===== config.mk =====
export PLATFORM = sky130hd
export DESIGN_NAME = hex_display_scanner
export DESIGN_NICKNAME = d
export VERILOG_FILES = /design/src/rtl/display_pkg.sv /design/src/rtl/hex_seg_decode.sv /design/src/rtl/hex_display_scanner.sv
export SDC_FILE = /design/constraint.sdc
export NUM_CORES = 1
export LEC_CHECK = 0
export ABC_AREA = 0
export CAP_MARGIN = 20
export CORE_MARGIN = 8
export CORE_UTILIZATION = 60
export CTS_CLUSTER_SIZE = 8
export DETAILED_ROUTE_END_ITERATION = 16
export PLACE_DENSITY = 0.86
export SETUP_SLACK_MARGIN = 0.1
export SLEW_MARGIN = 20
export SYNTH_ARGS = -nofsm -noshare
export SYNTH_HDL_FRONTEND = slang
export SYNTH_SLANG_ARGS = --single-unit

===== constraint.sdc =====
create_clock -name clk -period 3.7 [get_ports clk]
set_input_delay 0.74 -clock clk [delete_from_list [all_inputs] [get_ports clk]]
set_output_delay 0.74 -clock clk [all_outputs]
set_load 0.01 [all_outputs]

===== src/rtl/display_pkg.sv =====
// rtl/display_pkg.sv - shared constants for the hex display scanner
package display_pkg;

    localparam logic [7:0] SEG_BLANK = 8'hFF;
    localparam int         SEG_DP    = 7;
    localparam int         SEG_A     = 0;
    localparam int         SEG_G     = 6;

    // Active-low 7-segment glyphs, index = nibble value; bit 0 = segment a.
    localparam logic [15:0][6:0] GLYPHS = {
        7'h0E,  // F
        7'h06,  // E
        7'h21,  // d
        7'h46,  // C
        7'h03,  // b
        7'h08,  // A
        7'h10,  // 9
        7'h00,  // 8
        7'h78,  // 7
        7'h02,  // 6
        7'h12,  // 5
        7'h19,  // 4
        7'h30,  // 3
        7'h24,  // 2
        7'h79,  // 1
        7'h40   // 0
    };

endpackage


===== src/rtl/hex_seg_decode.sv =====
// rtl/hex_seg_decode.sv - combinational nibble to active-low 7-segment glyph
module hex_seg_decode
    import display_pkg::*;
(
    input  logic [3:0] nibble_i,
    output logic [6:0] glyph_o
);

    assign glyph_o = GLYPHS[nibble_i];

endmodule


===== src/rtl/hex_display_scanner.sv =====
// rtl/hex_display_scanner.sv - time-multiplexed hex display driver with LZB, blink and alarm DP
module hex_display_scanner
    import display_pkg::*;
#(
    parameter int N_DIGITS  = 4,
    parameter int SCAN_DIV  = 50000,
    parameter int BLINK_DIV = 25000000
) (
    input  logic                  clk,
    input  logic                  reset,
    input  logic                  load,
    input  logic [4*N_DIGITS-1:0] value,
    input  logic [N_DIGITS-1:0]   dp_in,
    input  logic [N_DIGITS-1:0]   blink_mask,
    input  logic                  alarm,
    input  logic                  lzb,
    input  logic                  enable,
    output logic [7:0]            seg,
    output logic [N_DIGITS-1:0]   an,
    output logic                  frame_done
);

    localparam int SCAN_W  = $clog2(SCAN_DIV);
    localparam int BLINK_W = $clog2(BLINK_DIV);
    localparam int IDX_W   = $clog2(N_DIGITS);

    localparam logic [SCAN_W-1:0]  SCAN_LAST  = SCAN_W'(SCAN_DIV - 1);
    localparam logic [BLINK_W-1:0] BLINK_LAST = BLINK_W'(BLINK_DIV - 1);
    localparam logic [IDX_W-1:0]   IDX_LAST   = IDX_W'(N_DIGITS - 1);

    logic [SCAN_W-1:0]            scan_cnt_q;
    logic [BLINK_W-1:0]           blink_cnt_q;
    logic [IDX_W-1:0]             digit_idx_q;
    logic                         blink_phase_q;
    logic [N_DIGITS-1:0][3:0]     value_q;
    logic [N_DIGITS-1:0]          dp_q;
    logic [N_DIGITS-1:0]          blink_q;
    logic [7:0]                   seg_q;
    logic [N_DIGITS-1:0]          an_q;
    logic                         frame_done_q;

    logic                         slot_end;
    logic [3:0]                   cur_nib;
    logic [6:0]                   cur_glyph;
    logic [N_DIGITS:0]            upper_zero;
    logic                         blank;
    logic [7:0]                   seg_d;
    logic [N_DIGITS-1:0]          an_d;

    assign slot_end = (scan_cnt_q == SCAN_LAST);
    assign cur_nib  = value_q[digit_idx_q];

    // upper_zero[i] is set when nibbles i..N_DIGITS-1 are all zero.
    assign upper_zero[N_DIGITS] = 1'b1;
    for (genvar i = 0; i < N_DIGITS; i++) begin : g_lzb
        assign upper_zero[i] = upper_zero[i+1] & (value_q[i] == 4'h0);
    end

    hex_seg_decode u_decode (
        .nibble_i (cur_nib),
        .glyph_o  (cur_glyph)
    );

    always_comb begin
        blank = (scan_cnt_q == '0)
              | ~enable
              | (blink_q[digit_idx_q] & blink_phase_q)
              | (lzb & (digit_idx_q != '0) & upper_zero[digit_idx_q]);
        seg_d = SEG_BLANK;
        an_d  = '1;
        if (!blank) begin
            seg_d[SEG_G:SEG_A] = cur_glyph;
            seg_d[SEG_DP]      = ~(dp_q[digit_idx_q] | alarm);
            an_d[digit_idx_q]  = 1'b0;
        end
    end

    always_ff @(posedge clk) begin
        if (reset) begin
            scan_cnt_q    <= '0;
            digit_idx_q   <= '0;
            blink_cnt_q   <= '0;
            blink_phase_q <= 1'b0;
            value_q       <= '0;
            dp_q          <= '0;
            blink_q       <= '0;
            seg_q         <= SEG_BLANK;
            an_q          <= '1;
            frame_done_q  <= 1'b0;
        end else begin
            if (load) begin
                value_q <= value;
                dp_q    <= dp_in;
                blink_q <= blink_mask;
            end

            if (slot_end) begin
                scan_cnt_q  <= '0;
                digit_idx_q <= (digit_idx_q == IDX_LAST) ? '0 : digit_idx_q + 1'b1;
            end else begin
                scan_cnt_q  <= scan_cnt_q + 1'b1;
            end
            frame_done_q <= slot_end & (digit_idx_q == IDX_LAST);

            if (blink_cnt_q == BLINK_LAST) begin
                blink_cnt_q   <= '0;
                blink_phase_q <= ~blink_phase_q;
            end else begin
                blink_cnt_q   <= blink_cnt_q + 1'b1;
            end

            seg_q <= seg_d;
            an_q  <= an_d;
        end
    end

    assign seg        = seg_q;
    assign an         = an_q;
    assign frame_done = frame_done_q;

endmodule

Word-level counts from Yosys, hierarchy flattened
Memory sizes are Yosys's and may differ from the RTL's. A register that Yosys moved wholly into a read port is not among the register bits.
Index checks and enable logic that the tools add are counted.
{"block": "totals", "ram_bits": 0, "elab_cells": 61, "memories": 1, "rom_bits": 112, "reg_bits": 81, "latchBits": 0}
{"memory": "(name not given)", "depth": 16, "width": 7, "read_ports": 1, "rd_ports_with_merged_regs": 1, "wr": 0, "line_no": "hex_seg_decode.sv:9", "text": "assign glyph_o = GLYPHS[nibble_i];"}
{"block": "classes", "mul": 0, "eq_ne": 3, "addsub": 3, "n_lt_le_gt_ge": 4, "bitwise": 15, "n_reduce_logical": 10, "shift": 0, "muxes": 12, "div_mod_pow": 0}
{"operator": "25-bit by 1-bit adder with 25-bit output (second input constant)", "count": 1}
{"operator": "25-bit equality test (second input constant)", "count": 1}
{"operator": "16-bit by 1-bit adder with 16-bit output (second input constant)", "count": 1}
{"operator": "16-bit equality test (second input constant)", "count": 1}
{"operator": "16-bit logical NOT", "count": 1}
{"operator": "4-bit logical NOT", "count": 4}
{"operator": "4-bit binary-select mux with 2-bit select", "count": 1}
{"operator": "1-bit bitwise AND", "count": 7}
{"operator": "7-bit two-way mux", "count": 1}
{"operator": "1-bit binary-select mux with 2-bit select", "count": 3}
{"operator": "2-bit OR reduction", "count": 3}
{"operator": "4-bit by 5-bit less-than comparator with 1-bit output (second input constant)", "count": 1}
{"operator": "2-bit by 4-bit less-than comparator with 1-bit output (second input constant)", "count": 1}
{"operator": "1-bit two-way mux", "count": 4}
{"operator": "4-bit two-way mux", "count": 1}
{"operator": "4-bit NOT", "count": 1}
{"operator": "1-bit bitwise OR", "count": 4}
{"operator": "2-bit by 3-bit less-than comparator with 1-bit output (second input constant)", "count": 1}
{"operator": "1-bit NOT", "count": 3}
{"operator": "2-bit by 1-bit adder with 2-bit output (second input constant)", "count": 1}
{"operator": "1-bit demux with 2-bit select", "count": 1}
{"operator": "2-bit equality test (second input constant)", "count": 1}
{"operator": "2-bit by 1-bit greater-or-equal comparator with 1-bit output (second input constant)", "count": 1}
{"operator": "2-bit two-way mux", "count": 1}
{"operator": "other kinds (2)", "count": 2}

Longest topological paths before layout
{"block": "depth", "ltp_word": 9, "depth_mapped": 8, "mapped_depth_nobuf": 7}

Modules after synthesis
From an unflattened synthesis, not the netlist that was laid out.
{"block": "unflattened", "hier_cells": 395, "area_unflattened_um2": 3743.6}
{"mod": "hex_display_scanner", "seq_area_each_um2": 1621.6, "cells_per_inst": 363, "area_each_um2": 3468.3, "n_inst": 1}
{"mod": "hex_seg_decode", "seq_area_each_um2": 0.0, "cells_per_inst": 32, "area_each_um2": 275.3, "n_inst": 1}

Worst setup path before layout
No wires, ideal clock.
{"block": "synth_path", "path_type": "flip-flop to flip-flop", "start": "reg digit_idx_q[0]", "end": "reg seg_q[3], in the netlist seg[3]", "path_slack_ps": 1574, "path_stages_with_launch": 8, "path_buffers": 1, "arrival_ps": 2009, "path_cell_list": "dfxtp_1 -> buf_2 -> mux4_2 -> inv_1 -> ha_1 -> inv_1 -> mux4_2 -> nand2b_1"}
{"block": "synth_via", "elab_chain_cells": 6, "elab_cells_between_ends": 13, "cone_classes": "mux: 6; bitwise: 5; reduce/logical: 2"}
{"item": "start: declaration", "line_no": "hex_display_scanner.sv:33", "text": "logic [IDX_W-1:0] digit_idx_q;"}
{"item": "start signal: assignment", "line_no": "hex_display_scanner.sv:99", "text": "digit_idx_q <= (digit_idx_q == IDX_LAST) ? '0 : digit_idx_q + 1'b1;"}
{"item": "1-bit binary-select mux with 2-bit select", "line_no": "hex_display_scanner.sv:67", "text": "| (blink_q[digit_idx_q] & blink_phase_q)"}
{"item": "1-bit two-way mux (not written as such)", "line_no": "hex_display_scanner.sv:67"}
{"item": "1-bit bitwise AND", "line_no": "hex_display_scanner.sv:67"}
{"item": "1-bit bitwise OR", "line_no": "hex_display_scanner.sv:67"}
{"item": "1-bit bitwise OR", "line_no": "hex_display_scanner.sv:68", "text": "| (lzb & (digit_idx_q != '0) & upper_zero[digit_idx_q]);"}
{"item": "2-bit OR reduction (no source line)"}
{"item": "end: declaration", "line_no": "hex_display_scanner.sv:38", "text": "logic [7:0] seg_q;"}
Parallel ways exist; a longest one is shown, timed or not. The select of a mux whose other input is x is not followed.
A chain may end at the register's enable or synchronous reset.

Final worst setup path
{"block": "layout_path", "start": "reg blink_cnt_q[2]", "end": "reg blink_cnt_q[7]"}
{"block": "layout_via", "elab_chain_cells": 2, "elab_cells_between_ends": 3, "cone_classes": "add/sub: 1; eq/ne: 1; reduce/logical: 1"}
{"item": "start: declaration", "line_no": "hex_display_scanner.sv:32", "text": "logic [BLINK_W-1:0] blink_cnt_q;"}
{"item": "start signal: assignment", "line_no": "hex_display_scanner.sv:109", "text": "blink_cnt_q <= blink_cnt_q + 1'b1;"}
{"item": "branches (longest 2 deep; another with 25-bit by 1-bit adder with 25-bit output)"}
Parallel ways; which one is timed is not known.

==> flow_metrics.py <==
metrics = {
    "outcome": {
        "status": "completed",
    },
    "cells_and_area": {
        "area_growth_pct": 19.7,
        "final_core_util_pct": 73.7,
        "num_antenna_cells": 0,
        "fin_area_um2": 4340,
        "final_nets": 465,
        "drive_gt1_share_pct": 7.26,
    },
    "placement": {
        "place_area_um2": 4080,
        "gp_congestion": 0.823,
        "pre_cts_ws_ns": 0.968,
        "io_buffers": 42,
        "hpwl_mm": 5.27,
    },
    "sta": {
        "finalClockSkew_ns": 0.00689,
        "maxSlewViolCount": 0,
        "slew_headroom_pct": 45.4,
        "fin_hold_ws_ns": 0.478,
        "fmax_mhz": 409,
        "setup_violations": 0,
        "tightest_slew_ns": 0.820,
        "timing.final.ws_setup_ns": 1.25,
        "min_period_ns": 2.45,
        "period_share_pct": 66.1,
        "rsz0062_at_grt": "false",
        "tns_ns": 0,
        "hold_viol": 0,
    },
    "routing": {
        "wl_met1_mm": 3.50,
        "drt_wl_total_mm": 7.51,
        "wl_met3_um": 303,
        "vias": 2771,
        "drt_iter0_markers": 99,
        "wl_per_cell_um": 15.0,
        "highest_layer": "met4",
        "dr.pass1.iters": 4,
        "vias_per_cell": 5.52,
        "wl_met2_mm": 3.60,
        "drc_errors": 0,
        "final_antenna_net_count": 0,
    },
    "global_route": {
        "grt_max_degree": 26,
        "antenna_found_initial": 0,
        "grt_usage_pct": 18.0,
        "grt_pass1_vias": 2774,
        "grt_pass1_wl_mm": 12.8,
        "grt-ovfl-total": 0,
    },
    "logic_synthesis": {
        "avgSynthCellArea_um2": 9.49,
        "ys_ff_latch": 81,
        "synth_cells": 382,
        "yosys.cell_types.count": 44,
        "synth_top_cell_area_share_pct": 44.7,
        "ys_warn_count": 0,
        "synth.cell_area_um2": 3630,
        "async_flop_share_pct": 0,
        "yosysTopAreaCell": "dfxtp_1",
        "postSynthNetCount": 425,
        "ys_top_cells_by_area": "dfxtp_1 (45%), nor2_1 (8.2%), mux2i_1 (7.7%)",
        "yosys_most_used_dff": "dfxtp_1",
        "synth_edf_count": 0,
        "seq_area_frac_synth_pct": 44.7,
    },
    "clock_tree": {
        "htreeDepth": 3,
        "cts-root-buf": "clkbuf_8",
        "cts_tree": "built",
        "cts_max_path_buffers": 2,
        "cts_buffers": 9,
        "cts_setup_buffers": 0,
        "clk_pin_slew_worst_paths_ns": 0.08,
        "clk_latency_ns": 0.35,
        "postCtsHoldBufs": 0,
        "cts_resized": 0,
        "cts.sinks": 81,
    },
    "critical_path": {
        "worst_ep_required_time_ns": 3.90,
        "path_class": "reg -> reg",
        "end_kind": "flop",
        "cpLargestDelayFamily": "simple AND/OR/NAND/NOR gates",
        "critPathMaxFanout": 25,
        "cp_cell_sequence": "and4_1, nand2_1, nor4_1, or2_1, nor2_1",
        "slowest_delay_ns": 0.73,
        "timing.rr.start": "blink_cnt_q[2]",
        "crit_buf_inv": 0,
        "cp.arrival_ns": 2.65,
        "cpMaxStageDelayCell": "or2_1",
        "start_kind": "flop",
        "startpoint": "blink_cnt_q[2]",
    },
    "floorplan": {
        "die-height_um": 93.7,
        "die_area_um2": 8790,
        "start_util_pct": 61.6,
        "io_pins": 43,
        "die_w_um": 93.7,
        "core_area_um2": 5890,
        "fp-row-count": 28,
    },
    "power": {
        "ir_worst_vdd_mv": 0.313,
        "powerDensity_nw_per_um2": 434,
        "leakage_nw": 1.63,
    },
    "flow_run": {
        "drv_cap": 0,
    },
    "min_path": {
        "hp-start": "blink_cnt_q[0]",
        "hold_class": "reg -> reg",
    },
}
==> state kept, by name, summed over array words and instances, names as in the netlist, 2 cells and up <==
name         cells
an               4
blink_cnt_q     25
blink_q          4
digit_idx_q      2
dp_q             4
scan_cnt_q      16
seg              8
value_q         16
==> cells in the mapped netlist (all sizes together), types with 2 or more instances <==
| cell type | instances |
|---|---|
| a21oi | 5 |
| nor2 | 79 |
| or3 | 3 |
| buf | 9 |
| nand3b | 2 |
| dfxtp | 81 |
| clkbuf | 6 |
| mux2i | 28 |
| and4 | 2 |
| o21ai | 2 |
| nand4 | 12 |
| nand2 | 25 |
| mux4 | 7 |
| o211ai | 2 |
| and3 | 4 |
| nand2b | 2 |
| xnor2 | 19 |
| ha | 13 |
| nor4 | 9 |
| nor3 | 6 |
| nor4b | 2 |
| nand3 | 17 |
| inv | 15 |
| xor2 | 18 |
==> layout by cell type (no fill, tap or decap), drive strengths merged, types with 2 or more instances in the layout <==
master / n
dfxtp: 81
nor2: 79
clkdlybuf4s50: 42
mux2i: 28
nand2: 25
xnor2: 19
xor2: 18
nand3: 17
inv: 15
ha: 13
nand4: 12
clkbuf: 12
nor4: 9
mux4: 7
nor3: 6
a21oi: 5
and3: 4
or3: 3
bufinv: 3
nand3b: 2
nor4b: 2
nand2b: 2
and4: 2
o211ai: 2
buf: 2
o21ai: 2
==> final cells by class <==
class | count | area (um2)
Multi-Input combinational cell | 271 | 1870
Sequential cell | 81 | 1620
Clock inverter | 4 | 97.6
Timing Repair Buffer | 44 | 435
Tap cell | 75 | 93.8
Clock buffer | 12 | 165
Inverter | 15 | 56.3
Fill cell | 416 | 1550
==> kinds of logic after synthesis <==
logic type               count (synthesis)  share of synthesized area, %
AO/OA/AOI/OAI                           16                          3.11
multiplexers                            36                          12.4
adder cells (fa/ha/maj)                 13                          4.49
XOR/XNOR                                37                          8.94
buffers and inverters                   30                          3.69
flip-flops                              81                          44.7
AND/OR/NAND/NOR                        169                          22.7
==> path summary, 6_finish.rpt <==
check / to / slack, ns / depth (start not counted)
hold reg to reg: blink_cnt_q[0] / 0.48 / 1
setup / recovery: blink_cnt_q[7] / 1.25 / 5
setup reg to reg: blink_cnt_q[7] / 1.25 / 5
hold / removal: blink_cnt_q[0] / 0.48 / 1
==> layer usage <==
metal / vias up / global-route usage, %
li1: 1388 / -
met1: 1313 / 22.4
met2: 60 / 29.3
met3: 10 / 4.08
met4: 0 / 7.40
met5: - / 0
==> per-stage QoR <==
step	cells	power [mW]
3_3_place_gp	486	1.08
4_1_cts	502	1.89
3_5_place_dp	486	1.08
6_report	502	1.89
5_1_grt	502	1.95
2_1_floorplan	382	1.02
==> report_power, final <==
part | switching, mW | total (mW) | leakage [nW] | internal (mW)
logic | 0.0684 | 0.148 | 0.845 | 0.0799
registers | 0.0208 | 0.919 | 0.660 | 0.898
clock network | 0.314 | 0.818 | 0.129 | 0.504
Note: power is estimated with default switching activity, not from simulation.
